<file path="config.mk">
export PLATFORM = sky130hd
export DESIGN_NAME = people_mover
export DESIGN_NICKNAME = d
export VERILOG_FILES = /design/src/rtl/people_mover.sv
export SDC_FILE = /design/constraint.sdc
export NUM_CORES = 1
export LEC_CHECK = 0
export ABC_AREA = 1
export BUFFER_PORTS_ARGS = -buffer_cell sky130_fd_sc_hd__buf_2
export CAP_MARGIN = 20
export CORE_MARGIN = 4
export CORE_UTILIZATION = 25
export DETAILED_ROUTE_END_ITERATION = 12
export PLACE_DENSITY_LB_ADDON = 0.15
export SLEW_MARGIN = 20
export SYNTH_ARGS = -nofsm -noshare
export SYNTH_HDL_FRONTEND = slang
export SYNTH_SLANG_ARGS = --single-unit
</file>
<file path="constraint.sdc">
create_clock -name clk_in -period 3.7 [get_ports clk_in]
set_input_delay 0.555 -clock clk_in [delete_from_list [all_inputs] [get_ports clk_in]]
set_output_delay 0.555 -clock clk_in [all_outputs]
set_load 0.02 [all_outputs]
</file>
<file path="src/rtl/people_mover.sv">
// Sweeps the people grid once per game_step, moving each person one cell or drowning it.
// Latency: 4 cycles per empty cell, up to 9 per moved person; step_done pulses after the last cell.
// Backpressure: none; a game_step that arrives mid-sweep is dropped and sets the sticky overrun flag.
//
// Ports:
//   clk_in, rst_in         clock, asynchronous active-low reset
//   game_step, flood       sweep start pulse, flood level
//   mem_rdata              BRAM read data (1-cycle latency)
//   mem_addr/wdata/we      registered BRAM access port
//   busy, step_done        sweep in progress, end-of-sweep pulse
//   move_count/drown_count results of the last completed sweep
//   overrun                sticky: game_step seen while busy
module people_mover #(
    parameter int unsigned GRID_W     = 96,
    parameter int unsigned GRID_H     = 72,
    parameter int unsigned FLOOD_COLS = 16,
    parameter logic [15:0] LFSR_SEED  = 16'hACE1
) (
    input  logic        clk_in,
    input  logic        rst_in,
    input  logic        game_step,
    input  logic        flood,
    input  logic [29:0] mem_rdata,
    output logic [12:0] mem_addr,
    output logic [29:0] mem_wdata,
    output logic        mem_we,
    output logic        busy,
    output logic        step_done,
    output logic [12:0] move_count,
    output logic [12:0] drown_count,
    output logic        overrun
);

    typedef enum logic [3:0] {
        IDLE, RD_SRC, WT_SRC, CK_SRC, RD_DST, WT_DST, CK_DST, WR_DST, WR_SRC, NEXT
    } state_t;

    localparam logic [6:0]  X_MAX = 7'(GRID_W - 1);
    localparam logic [6:0]  Y_MAX = 7'(GRID_H - 1);
    localparam logic [6:0]  FL_LO = 7'(FLOOD_COLS);
    localparam logic [6:0]  FL_HI = 7'(GRID_W - FLOOD_COLS);
    localparam logic [12:0] ROW   = 13'(GRID_W);

    state_t      state, state_nxt;
    logic        parity, parity_nxt;
    logic [15:0] lfsr, lfsr_nxt, lfsr_adv;
    logic [6:0]  x, x_nxt, y, y_nxt;
    logic [12:0] src_addr, src_addr_nxt;
    logic [12:0] dst_addr, dst_addr_nxt;
    logic [28:0] payload, payload_nxt;
    logic [12:0] work_moves, work_moves_nxt;
    logic [12:0] work_drowns, work_drowns_nxt;
    logic [12:0] mem_addr_nxt;
    logic [29:0] mem_wdata_nxt;
    logic        mem_we_nxt;
    logic        step_done_nxt;
    logic [12:0] move_count_nxt, drown_count_nxt;
    logic        overrun_nxt;

    logic [1:0]  dir;
    logic        off_grid;
    logic [6:0]  tgt_x;
    logic [12:0] tgt_addr;

    function automatic logic in_flood(input logic [6:0] col);
        return (col < FL_LO) || (col >= FL_HI);
    endfunction

    // Fibonacci LFSR, taps 16/14/13/11, shifted left with feedback into bit 0.
    assign lfsr_adv = {lfsr[14:0], lfsr[15] ^ lfsr[13] ^ lfsr[12] ^ lfsr[10]};
    assign dir      = lfsr_adv[1:0];
    assign busy     = (state != IDLE);

    // Candidate target for the direction the advanced LFSR picks.
    always_comb begin
        off_grid = 1'b0;
        tgt_x    = x;
        tgt_addr = src_addr;
        case (dir)
            2'b00: begin off_grid = (y == 7'd0);  tgt_addr = src_addr - ROW;  end
            2'b01: begin off_grid = (x == X_MAX); tgt_x = x + 7'd1; tgt_addr = src_addr + 13'd1; end
            2'b10: begin off_grid = (y == Y_MAX); tgt_addr = src_addr + ROW;  end
            default: begin off_grid = (x == 7'd0); tgt_x = x - 7'd1; tgt_addr = src_addr - 13'd1; end
        endcase
    end

    always_ff @(posedge clk_in or negedge rst_in) begin
        if (!rst_in) begin
            state       <= IDLE;
            parity      <= 1'b0;
            lfsr        <= LFSR_SEED;
            x           <= '0;
            y           <= '0;
            src_addr    <= '0;
            dst_addr    <= '0;
            payload     <= '0;
            work_moves  <= '0;
            work_drowns <= '0;
            mem_addr    <= '0;
            mem_wdata   <= '0;
            mem_we      <= 1'b0;
            step_done   <= 1'b0;
            move_count  <= '0;
            drown_count <= '0;
            overrun     <= 1'b0;
        end else begin
            state       <= state_nxt;
            parity      <= parity_nxt;
            lfsr        <= lfsr_nxt;
            x           <= x_nxt;
            y           <= y_nxt;
            src_addr    <= src_addr_nxt;
            dst_addr    <= dst_addr_nxt;
            payload     <= payload_nxt;
            work_moves  <= work_moves_nxt;
            work_drowns <= work_drowns_nxt;
            mem_addr    <= mem_addr_nxt;
            mem_wdata   <= mem_wdata_nxt;
            mem_we      <= mem_we_nxt;
            step_done   <= step_done_nxt;
            move_count  <= move_count_nxt;
            drown_count <= drown_count_nxt;
            overrun     <= overrun_nxt;
        end
    end

    always_comb begin
        state_nxt       = state;
        parity_nxt      = parity;
        lfsr_nxt        = lfsr;
        x_nxt           = x;
        y_nxt           = y;
        src_addr_nxt    = src_addr;
        dst_addr_nxt    = dst_addr;
        payload_nxt     = payload;
        work_moves_nxt  = work_moves;
        work_drowns_nxt = work_drowns;
        mem_addr_nxt    = mem_addr;
        mem_wdata_nxt   = mem_wdata;
        mem_we_nxt      = 1'b0;
        step_done_nxt   = 1'b0;
        move_count_nxt  = move_count;
        drown_count_nxt = drown_count;
        overrun_nxt     = overrun | (game_step && (state != IDLE));

        case (state)
            IDLE: begin
                if (game_step) begin
                    parity_nxt      = ~parity;
                    work_moves_nxt  = '0;
                    work_drowns_nxt = '0;
                    x_nxt           = '0;
                    y_nxt           = '0;
                    src_addr_nxt    = '0;
                    mem_addr_nxt    = '0;
                    state_nxt       = RD_SRC;
                end
            end
            RD_SRC: state_nxt = WT_SRC;
            WT_SRC: state_nxt = CK_SRC;
            CK_SRC: begin
                // A tag equal to the current parity marks a person already moved into this cell.
                if ((mem_rdata[28:0] == '0) || (mem_rdata[29] == parity)) begin
                    state_nxt = NEXT;
                end else if (flood && in_flood(x)) begin
                    mem_addr_nxt    = src_addr;
                    mem_wdata_nxt   = '0;
                    mem_we_nxt      = 1'b1;
                    work_drowns_nxt = work_drowns + 13'd1;
                    state_nxt       = WR_SRC;
                end else begin
                    lfsr_nxt    = lfsr_adv;
                    payload_nxt = mem_rdata[28:0];
                    if (off_grid || (flood && in_flood(tgt_x))) begin
                        mem_addr_nxt  = src_addr;
                        mem_wdata_nxt = {parity, mem_rdata[28:0]};
                        mem_we_nxt    = 1'b1;
                        state_nxt     = WR_SRC;
                    end else begin
                        dst_addr_nxt = tgt_addr;
                        mem_addr_nxt = tgt_addr;
                        state_nxt    = RD_DST;
                    end
                end
            end
            RD_DST: state_nxt = WT_DST;
            WT_DST: state_nxt = CK_DST;
            CK_DST: begin
                if (mem_rdata[28:0] != '0) begin
                    mem_addr_nxt  = src_addr;
                    mem_wdata_nxt = {parity, payload};
                    mem_we_nxt    = 1'b1;
                    state_nxt     = WR_SRC;
                end else begin
                    mem_addr_nxt   = dst_addr;
                    mem_wdata_nxt  = {parity, payload};
                    mem_we_nxt     = 1'b1;
                    work_moves_nxt = work_moves + 13'd1;
                    state_nxt      = WR_DST;
                end
            end
            WR_DST: begin
                // Destination claimed; now vacate the source.
                mem_addr_nxt  = src_addr;
                mem_wdata_nxt = '0;
                mem_we_nxt    = 1'b1;
                state_nxt     = WR_SRC;
            end
            WR_SRC: state_nxt = NEXT;
            NEXT: begin
                if ((x == X_MAX) && (y == Y_MAX)) begin
                    move_count_nxt  = work_moves;
                    drown_count_nxt = work_drowns;
                    step_done_nxt   = 1'b1;
                    state_nxt       = IDLE;
                end else begin
                    if (x == X_MAX) begin
                        x_nxt = '0;
                        y_nxt = y + 7'd1;
                    end else begin
                        x_nxt = x + 7'd1;
                    end
                    src_addr_nxt = src_addr + 13'd1;
                    mem_addr_nxt = src_addr + 13'd1;
                    state_nxt    = RD_SRC;
                end
            end
            default: state_nxt = IDLE;
        endcase
    end

endmodule

</file>
# --- Word level (Yosys, flattened, before mapping) ---
# Cells that the tools add are included.
totals:
  register_bits: 188
  output_inout_bits: 73
  wordCells: 131
classes:
  addsub: 9
  magnitude_cmp: 4
  eq_ne: 21
  mux: 40
  n_bitwise: 8
  reduce_logical: 32
op_table:
  columns: ["op", "n"]
  rows:
  - ["$mux 13", 9]
  - ["$mux 30", 3]
  - ["$pmux 30 s3", 1]
  - ["$pmux 13 s2", 3]
  - ["$pmux 13 s5", 1]
  - ["$pmux 7 s2", 3]
  - ["$pmux 4 s10", 1]
  - ["$add 13x1->13 const B", 3]
  - ["$pmux 13 s3", 1]
  - ["$mux 7", 5]
  - ["$logic_not 29->1", 1]
  - ["$reduce_bool 29->1", 1]
  - ["$mux 4", 5]
  - ["$eq 4x3->1 const B", 4]
  - ["$reduce_and 4->1", 4]
  - ["$add 7x1->7 const B", 2]
  - ["$eq 7x7->1 const B", 2]
  - ["$ge 7x7->1 const B", 2]
  - ["$logic_not 7->1", 2]
  - ["$lt 7x5->1 const B", 2]
  - ["$add 13x7->13 const B", 1]
  - ["$sub 13x1->13 const B", 1]
  - ["$sub 13x7->13 const B", 1]
  - ["$ne 2x2->1 const B", 6]
  - ["other kinds (25)", 50]

# --- Depth between registers and ports, before layout ---
# Gate-level depths: netlist of run 1.
logic_depth:
  ltp_word: 14
  depth_mapped: 21
  depth_no_buf: 21

# --- Least setup slack after synthesis of run 1 ---
# OpenSTA, ideal clock, no wires.
synth_timing:
  path_kind: "reg-to-reg"
  start: "reg lfsr[10]"
  end: "reg mem_addr[10]"
  setup_time_ns: 0.117
  arrival_ns: 2.502
  required_ns: 3.583
  path_slack_ns: 1.080
  stages_incl_launch_ff: 21
  path_buffers: 0
  path_cell_list: "dfstp_2 > inv_1 > nand2_1 > nand2_1 > nand2_2 > nand2_2 > nor2_1 > inv_1 > ha_1 > nand2_1 > inv_1 > nand3_1 > o21ai_0 > xnor2_1 > nand2_1 > nand3_1 > nand3_1 > nand3_1 > nand2_1 > nand2_1 > nand2_1"
synth_between:
  elab_chain_len: 12
  elab_cells_between_ends: 17
synth_lines:
  columns: ["element", "line_no", "text"]
  rows:
  - ["start, declared", "46", "logic [15:0] lfsr, lfsr_nxt, lfsr_adv;"]
  - ["start signal, assigned", "109", "lfsr <= lfsr_nxt;"]
  - ["$xor 1x1->1 *", "70", "assign lfsr_adv = {lfsr[14:0], lfsr[15] ^ lfsr[13] ^ lfsr[12] ^ lfsr[10]};"]
  - ["$eq 2x2->1 / $logic_not 2->1 (equally long branches)", "79", "case (dir)"]
  - ["$reduce_or 2->1 (no line)", null, null]
  - ["$pmux 7 s2", "79", null]
  - ["$lt 7x5->1 / $ge 7x7->1 (equally long branches)", "66", "return (col < FL_LO) || (col >= FL_HI);"]
  - ["$logic_or 1x1->1", "66", null]
  - ["$logic_and 1x1->1", "174", "if (off_grid || (flood && in_flood(tgt_x))) begin"]
  - ["$logic_or 1x1->1", "174", null]
  - ["$mux 13 *", "174", null]
  - ["$mux 13 *", "165", "end else if (flood && in_flood(x)) begin"]
  - ["$mux 13 *", "163", "if ((mem_rdata[28:0] == '0) || (mem_rdata[29] == parity)) begin"]
  - ["$pmux 13 s5 *", "146", "case (state)"]
  - ["end signal, assigned", "117", "mem_addr <= mem_addr_nxt;"]
  - ["end, declared", "24", "output logic [12:0] mem_addr,"]
# Mark *: on every way between the ends. The rest lies on a longest branch, timed or not. The select of a mux whose other input is x is not followed.
# A chain may end at the register's enable or synchronous reset.

# --- Worst setup path in the final report of run 1 ---
layout_timing:
  start: "reg lfsr[10]"
  end: "reg mem_addr[11]"
# Same word-level chain as after synthesis.

==> run_results.csv, run 1 <==
group,metric,value,unit
power,total_leakage_power,5.87,nW
sta,tns,0,ns
worst_setup_path,critPathKind,"register to register",
clock_network,cts_hold_buf,0,
placed_design,dp_hpwl,21.4,mm
min_path,min_path_type,"input port to async pin",
die,core_area,39800,sq um
worst_setup_path,crit_slowest_cell,"dfstp_2",
clock_network,cts-root-buf,"clkbuf_16",
routing,num_vias,8938,
sta,fin_hold_ws,0.0969,ns
layout,drive_gt1_share,13.1,%
layout,final_common_cell,"nand2_1",
logic_synthesis,syn_nets,1395,
placed_design,pre_cts_ws,0.480,ns
routing,wl_per_cell,15.3,um
routing,ant_nets,0,
die,dieArea,43600,sq um
clock_network,path_clk_slew,0.07,ns
worst_setup_path,startpoint_type,"register",
routing,drt_iter0_drc,616,
logic_synthesis,synth_area_leaders,"dfrtp_1 (45%), nand2_1 (17%), o21ai_0 (6.6%)",
routing,first_pass_iters,5,
layout,areaGrowthSynthToFinish,17.1,%
worst_setup_path,cp_max_fo,11,
clock_network,cts_resized,0,
logic_synthesis,syn_area_per_cell,7.51,sq um
sta,slew_violations,0,
worst_setup_path,timing.critical_path.mode_cell,"nand2_1",
sta,slew_headroom,40.8,%
clock_network,clock_latency,0.45,ns
logic_synthesis,ys.warnings.count,0,
die,num_io_pins,107,
clock_network,h-tree-depth,4,
logic_synthesis,synth-seq-cells,188,
worst_setup_path,crit_required,4.08,ns
layout,fill_cells,4340,
die,initial_core_util,25.3,%
worst_setup_path,crit_chain,"inv_1 -> nand2_1 -> nand2_1 -> nand2_2 -> nand2_2 -> nor2_1 -> inv_1 -> ha_1 -> inv_1 -> o21bai_1 -> nand2_1 -> nand3_1 -> a21oi_1 -> o21ai_0 -> nand2_1 -> nor2_1 -> nand4_1 -> nand3_1 -> nand2_1 -> nand2_1",
clock_network,clock_path_buffers,2,
worst_setup_path,critical_path_arrival,3.57,ns
sta,finalCritPeriodShare,86.1,%
clock_network,cts_sinks,188,
worst_setup_path,reg2reg_to,"mem_addr[11]",
worst_setup_path,rrSetupSlack,0.52,ns
logic_synthesis,synth_top_cell_by_area,"dfrtp_1",
routing,wirelength,30.2,mm
sta,fin_skew,0.0156,ns
run_status,status,"finished clean",
placed_design,io_buffers,106,
layout,layout.nets,1490,
die,die_width,209,um
logic_synthesis,synth_top_area_share,44.6,%
power,power.total,9.11,mW
power,p_per_area,771,nW/um^2
global_route,grt_overflow,0,
sta,rsz0062_at_grt,"no",
worst_setup_path,worst_r2r_path_depth,20,
routing,drc,0,
routing,viasPerCell,4.52,
die,rows,73,
sta,setup_viol,0,
logic_synthesis,syn-cell-area,10100,sq um
layout,postLayoutCoreUtil,29.7,%
clock_network,cts_setup_buffers,0,
sta,tightest_slew,0.878,ns
worst_setup_path,rr_startpoint,"lfsr[10]",
logic_synthesis,syn_inst,1344,
global_route,grtUsageTotal,14.1,%
sta,post-route-min-period,3.18,ns
sta,hold_violations,0,
placed_design,globalplace.congestion,0.885,
run,maxCapViolCount,0,
global_route,grt_start_max_net_pins,70,
worst_setup_path,critPathMaxStageDelay,0.55,ns
logic_synthesis,synth_cell_types,41,
die,die_h,209,um
sta,fmax,314,MHz
power,peakVddDrop,0.319,mV
worst_setup_path,end_kind,"register",
clock_network,cts_buffers,17,
logic_synthesis,yosysSeqAreaShare,46.7,%
layout,final_cell_mix,"nand2_1 (445), dfrtp_1 (180), inv_1 (142)",
sta,setup_ws,0.516,ns
global_route,antenna_found_initial,3,
global_route,grt_pass1_wl,49.7,mm
global_route,grt_pass1_vias,8719,
clock_network,cts_tree,"built",
[sequential cells by signal, summed over array words and instances, names as in the netlist]
signal,flops
drown_count,13
x,7
overrun,1
state,4
mem_addr,13
payload,29
lfsr,16
move_count,13
mem_we,1
parity,1
y,7
work_drowns,13
step_done,1
src_addr,13
mem_wdata,30
dst_addr,13
work_moves,13
[kinds of logic after synthesis]
group / synth area share, %
AOI/OAI and AO/OA: 10.9
xor gates and xnor gates: 2.86
adders and majority gates: 2.18
buffers and inverters: 7.97
DFF: 46.7
and+or+nand+nor: 29.4
[how the worst max path moves through the flow]
stage	from	end	slack (ns)	cells past startpoint
global route	lfsr[10]	mem_addr[11]	0.06	20
detailed placement	lfsr[10]	mem_addr[11]	0.48	20
floorplan	lfsr[10]	mem_addr[10]	1.08	20
finish	lfsr[10]	mem_addr[11]	0.52	20
CTS	lfsr[10]	mem_addr[11]	0.46	20
global placement	lfsr[10]	mem_addr[11]	0.55	19
[layout make-up]
| type | instances | area (sq um) | share of cell area [%] |
|---|---|---|---|
| well taps | 525 | 657 | 5.56 |
| repair buffers | 125 | 694 | 5.88 |
| multi-input cells | 956 | 4580 | 38.8 |
| clock buffers | 21 | 460 | 3.90 |
| clock inverters | 11 | 134 | 1.13 |
| diodes | 1 | 2.50 | 0.0212 |
| flip-flops and latches | 188 | 4710 | 39.9 |
| inverters | 151 | 567 | 4.80 |
[cells in the mapped netlist, drive strengths merged]
cell and instances:
a21o 2, a21oi 29, a31oi 3, buf 23
clkbuf 26, clkinv 2, dfrtp 180, dfstp 8
fa 1, ha 16, inv 149, nand2 452
nand3 91, nand4 25, nor2 100, nor3 26
nor3b 1, nor4 8, o211ai 2, o21ai 140
o21bai 2, o221ai 2, o22ai 15, o31ai 8
xnor2 3, xor2 30
[critical path, delay by kind of cell, from the launching register on]
kind / cells / cell delay, ns
simple gates: 13 / 1.45
flops: 1 / 0.55
fa+ha+maj: 1 / 0.38
compound gates: 3 / 0.37
buf+inv: 3 / 0.36
[power breakdown]
group | switching, mW | internal, mW
Clock | 0.858 | 1.04
Combinational | 2.98 | 1.21
Sequential | 0.367 | 2.65
Total | 4.20 | 4.91
[per-layer routing]
metal  track usage (%)  routed length (um)
met5                 0                  34
met4              3.89                 491
met3              2.70                1270
met2              22.1               13500
met1              20.0               14900
[metrics by stage]
| stage | instance area [sq um] | cells |
|---|---|---|
| CTS | 11800 | 1977 |
| floorplan | 10100 | 1344 |
| global route | 11800 | 1977 |
| detailed placement | 11200 | 1945 |
| finish | 11800 | 1978 |
| global placement | 11200 | 1945 |
Note: power is estimated with default switching activity, not from simulation.
==> inputs of run 2 (changes only) <==
--- a/config.mk
+++ b/config.mk
@@ -8,10 +8,13 @@
 export ABC_AREA = 1
 export BUFFER_PORTS_ARGS = -buffer_cell sky130_fd_sc_hd__buf_2
 export CAP_MARGIN = 20
+export CORE_ASPECT_RATIO = 1.2
 export CORE_MARGIN = 4
 export CORE_UTILIZATION = 25
 export DETAILED_ROUTE_END_ITERATION = 12
 export PLACE_DENSITY_LB_ADDON = 0.15
+export REMOVE_ABC_BUFFERS = 1
+export SKIP_LAST_GASP = 1
 export SLEW_MARGIN = 20
 export SYNTH_ARGS = -nofsm -noshare
 export SYNTH_HDL_FRONTEND = slang
==> run 2 against run 1 <==
Net effect:
- cell count up 0.56%
- global-route usage is 0.24 points lower
- clock power fell by 3%
- critical path depth stayed put
- via count decreased by 0.76%
- first-iteration DRC count down 31%
- highest routed layer is now met4
==> run_results.csv, run 2 (same netlist as run 1, synthesis figures left out) <==
group,metric,value,unit
layout,largest_reg_flops,30,
power,peakVddDrop,0.442,mV
placed_design,dp_hpwl,21.6,mm
worst_setup_path,crit_required,4.05,ns
layout,antenna-diode-count,0,
global_route,grt_start_max_net_pins,80,
routing,drc,0,
sta,slew_headroom,50.3,%
run_status,status,"finished clean",
sta,post-route-min-period,3.30,ns
clock_network,h-tree-depth,4,
sta,fin_skew,0.0175,ns
layout,instances_no_fill,1989,
routing,ant_nets,0,
placed_design,dp.cells,1956,
clock_network,clock_latency,0.46,ns
run,maxCapViolCount,0,
clock_network,cts_tree,"built",
clock_network,cts_setup_buffers,0,
placed_design,place_area,11200,sq um
clock_network,cts_resized,0,
layout,drive_gt1_share,13.4,%
global_route,grt_overflow,0,
sta,hold_violations,0,
sta,slew_violations,0,
layout,top_register,"mem_wdata",
power,total_leakage_power,5.89,nW
layout,layout.nets,1494,
layout,reg_top3,"mem_wdata (30), payload (29), lfsr (16)",
sta,fmax,303,MHz
routing,first_pass_iters,5,
placed_design,pre_cts_ws,0.413,ns
die,rows,80,
sta,setup_ws,0.402,ns
sta,setup_viol,0,
power,power.total,9.06,mW
worst_setup_path,critical_path_arrival,3.64,ns
sta,tightest_slew,0.746,ns
clock_network,cts-root-buf,"clkbuf_16",
clock_network,cts_sinks,188,
worst_setup_path,end_kind,"register",
clock_network,cts_hold_buf,0,
die,num_io_pins,107,
placed_design,globalplace.congestion,0.812,
worst_setup_path,cp_max_fo,10,
clock_network,clock_path_buffers,2,
global_route,grt_pass1_wl,48.5,mm
die,die_h,228,um
global_route,grtUsageTotal,13.9,%
die,core_area,39800,sq um
worst_setup_path,critPathKind,"register to register",
routing,num_vias,8870,
die,initial_core_util,25.3,%
worst_setup_path,startpoint_type,"register",
sta,rsz0062_at_grt,"no",
placed_design,io_buffers,106,
clock_network,path_clk_slew,0.09,ns
sta,tns,0,ns
die,dieArea,43700,sq um
clock_network,cts_buffers,17,
min_path,min_path_type,"input port to async pin",
routing,wl_per_cell,15.2,um
layout,areaGrowthSynthToFinish,17.3,%
global_route,antenna_found_initial,0,
layout,final_common_cell,"nand2_1",
global_route,grt_pass1_vias,8654,
routing,wirelength,30.2,mm
routing,drt_iter0_drc,427,
layout,fin_area,11800,sq um
layout,final_cell_mix,"nand2_1 (445), dfrtp_1 (180), inv_1 (142)",
worst_setup_path,worst_r2r_path_depth,20,
power,p_per_area,765,nW/um^2
sta,finalCritPeriodShare,89.1,%
die,die_width,191,um
routing,viasPerCell,4.46,
## run 2: worst paths after layout
kind / from / end / slack (ns)
max in group asynchronous: rst_in / drown_count[4] / 2.67
min in group clk_in: mem_rdata[0] / payload[0] / 0.31
min: rst_in / payload[19] / 0.1
min reg2reg: overrun / overrun / 0.46
max: lfsr[10] / mem_addr[10] / 0.40
max reg2reg: lfsr[10] / mem_addr[10] / 0.40
## run 2: power by group
part / leakage [nW] / internal, mW / switching (mW)
sequential: 2.47 / 2.65 / 0.366
combinational: 3.14 / 1.22 / 2.99
clock: 0.277 / 0.902 / 0.935
total: 5.89 / 4.77 / 4.29
## run 2: final cells by class
class	instances	area [sq um]
Fill cell	4394	28000
Sequential cell	188	4710
Multi-Input combinational cell	956	4580
Timing Repair Buffer	129	724
Tap cell	533	667
Inverter	151	567
Clock buffer	18	429
Clock inverter	14	149
## run 2: worst max-delay path, cell delays in order (launching register included)
cell     delay [ns]
dfstp_2        0.56
inv_1          0.07
nand2_1        0.06
nand2_1        0.06
nand2_2        0.08
nand2_2        0.13
nor2_1         0.41
inv_1          0.25
ha_1           0.41
nand2_1        0.09
inv_1          0.07
nand3_1        0.06
o21ai_0        0.22
xnor2_1        0.15
nand2_1        0.10
nand3_1        0.11
nand3_1        0.10
nand3_1        0.11
nand2_1        0.06
nand2_1        0.06
nand2_1        0.04
## run 2: layer usage
layer  GRT usage [%]  vias to the layer above  wire, um
li1                -                     4514         -
met1            17.6                     4200     13600
met2            24.5                      130     15400
met3            1.97                       26       701
met4            3.93                        0       480
met5               0                        -         0
## run 2: metrics by stage
step	hold WS [ns]	util (%)
finish	0.0994	29.7
global route	0.170	29.7
CTS	0.143	29.7
detailed placement	0.443	28.2
global placement	0.436	28.2
floorplan	0.259	-
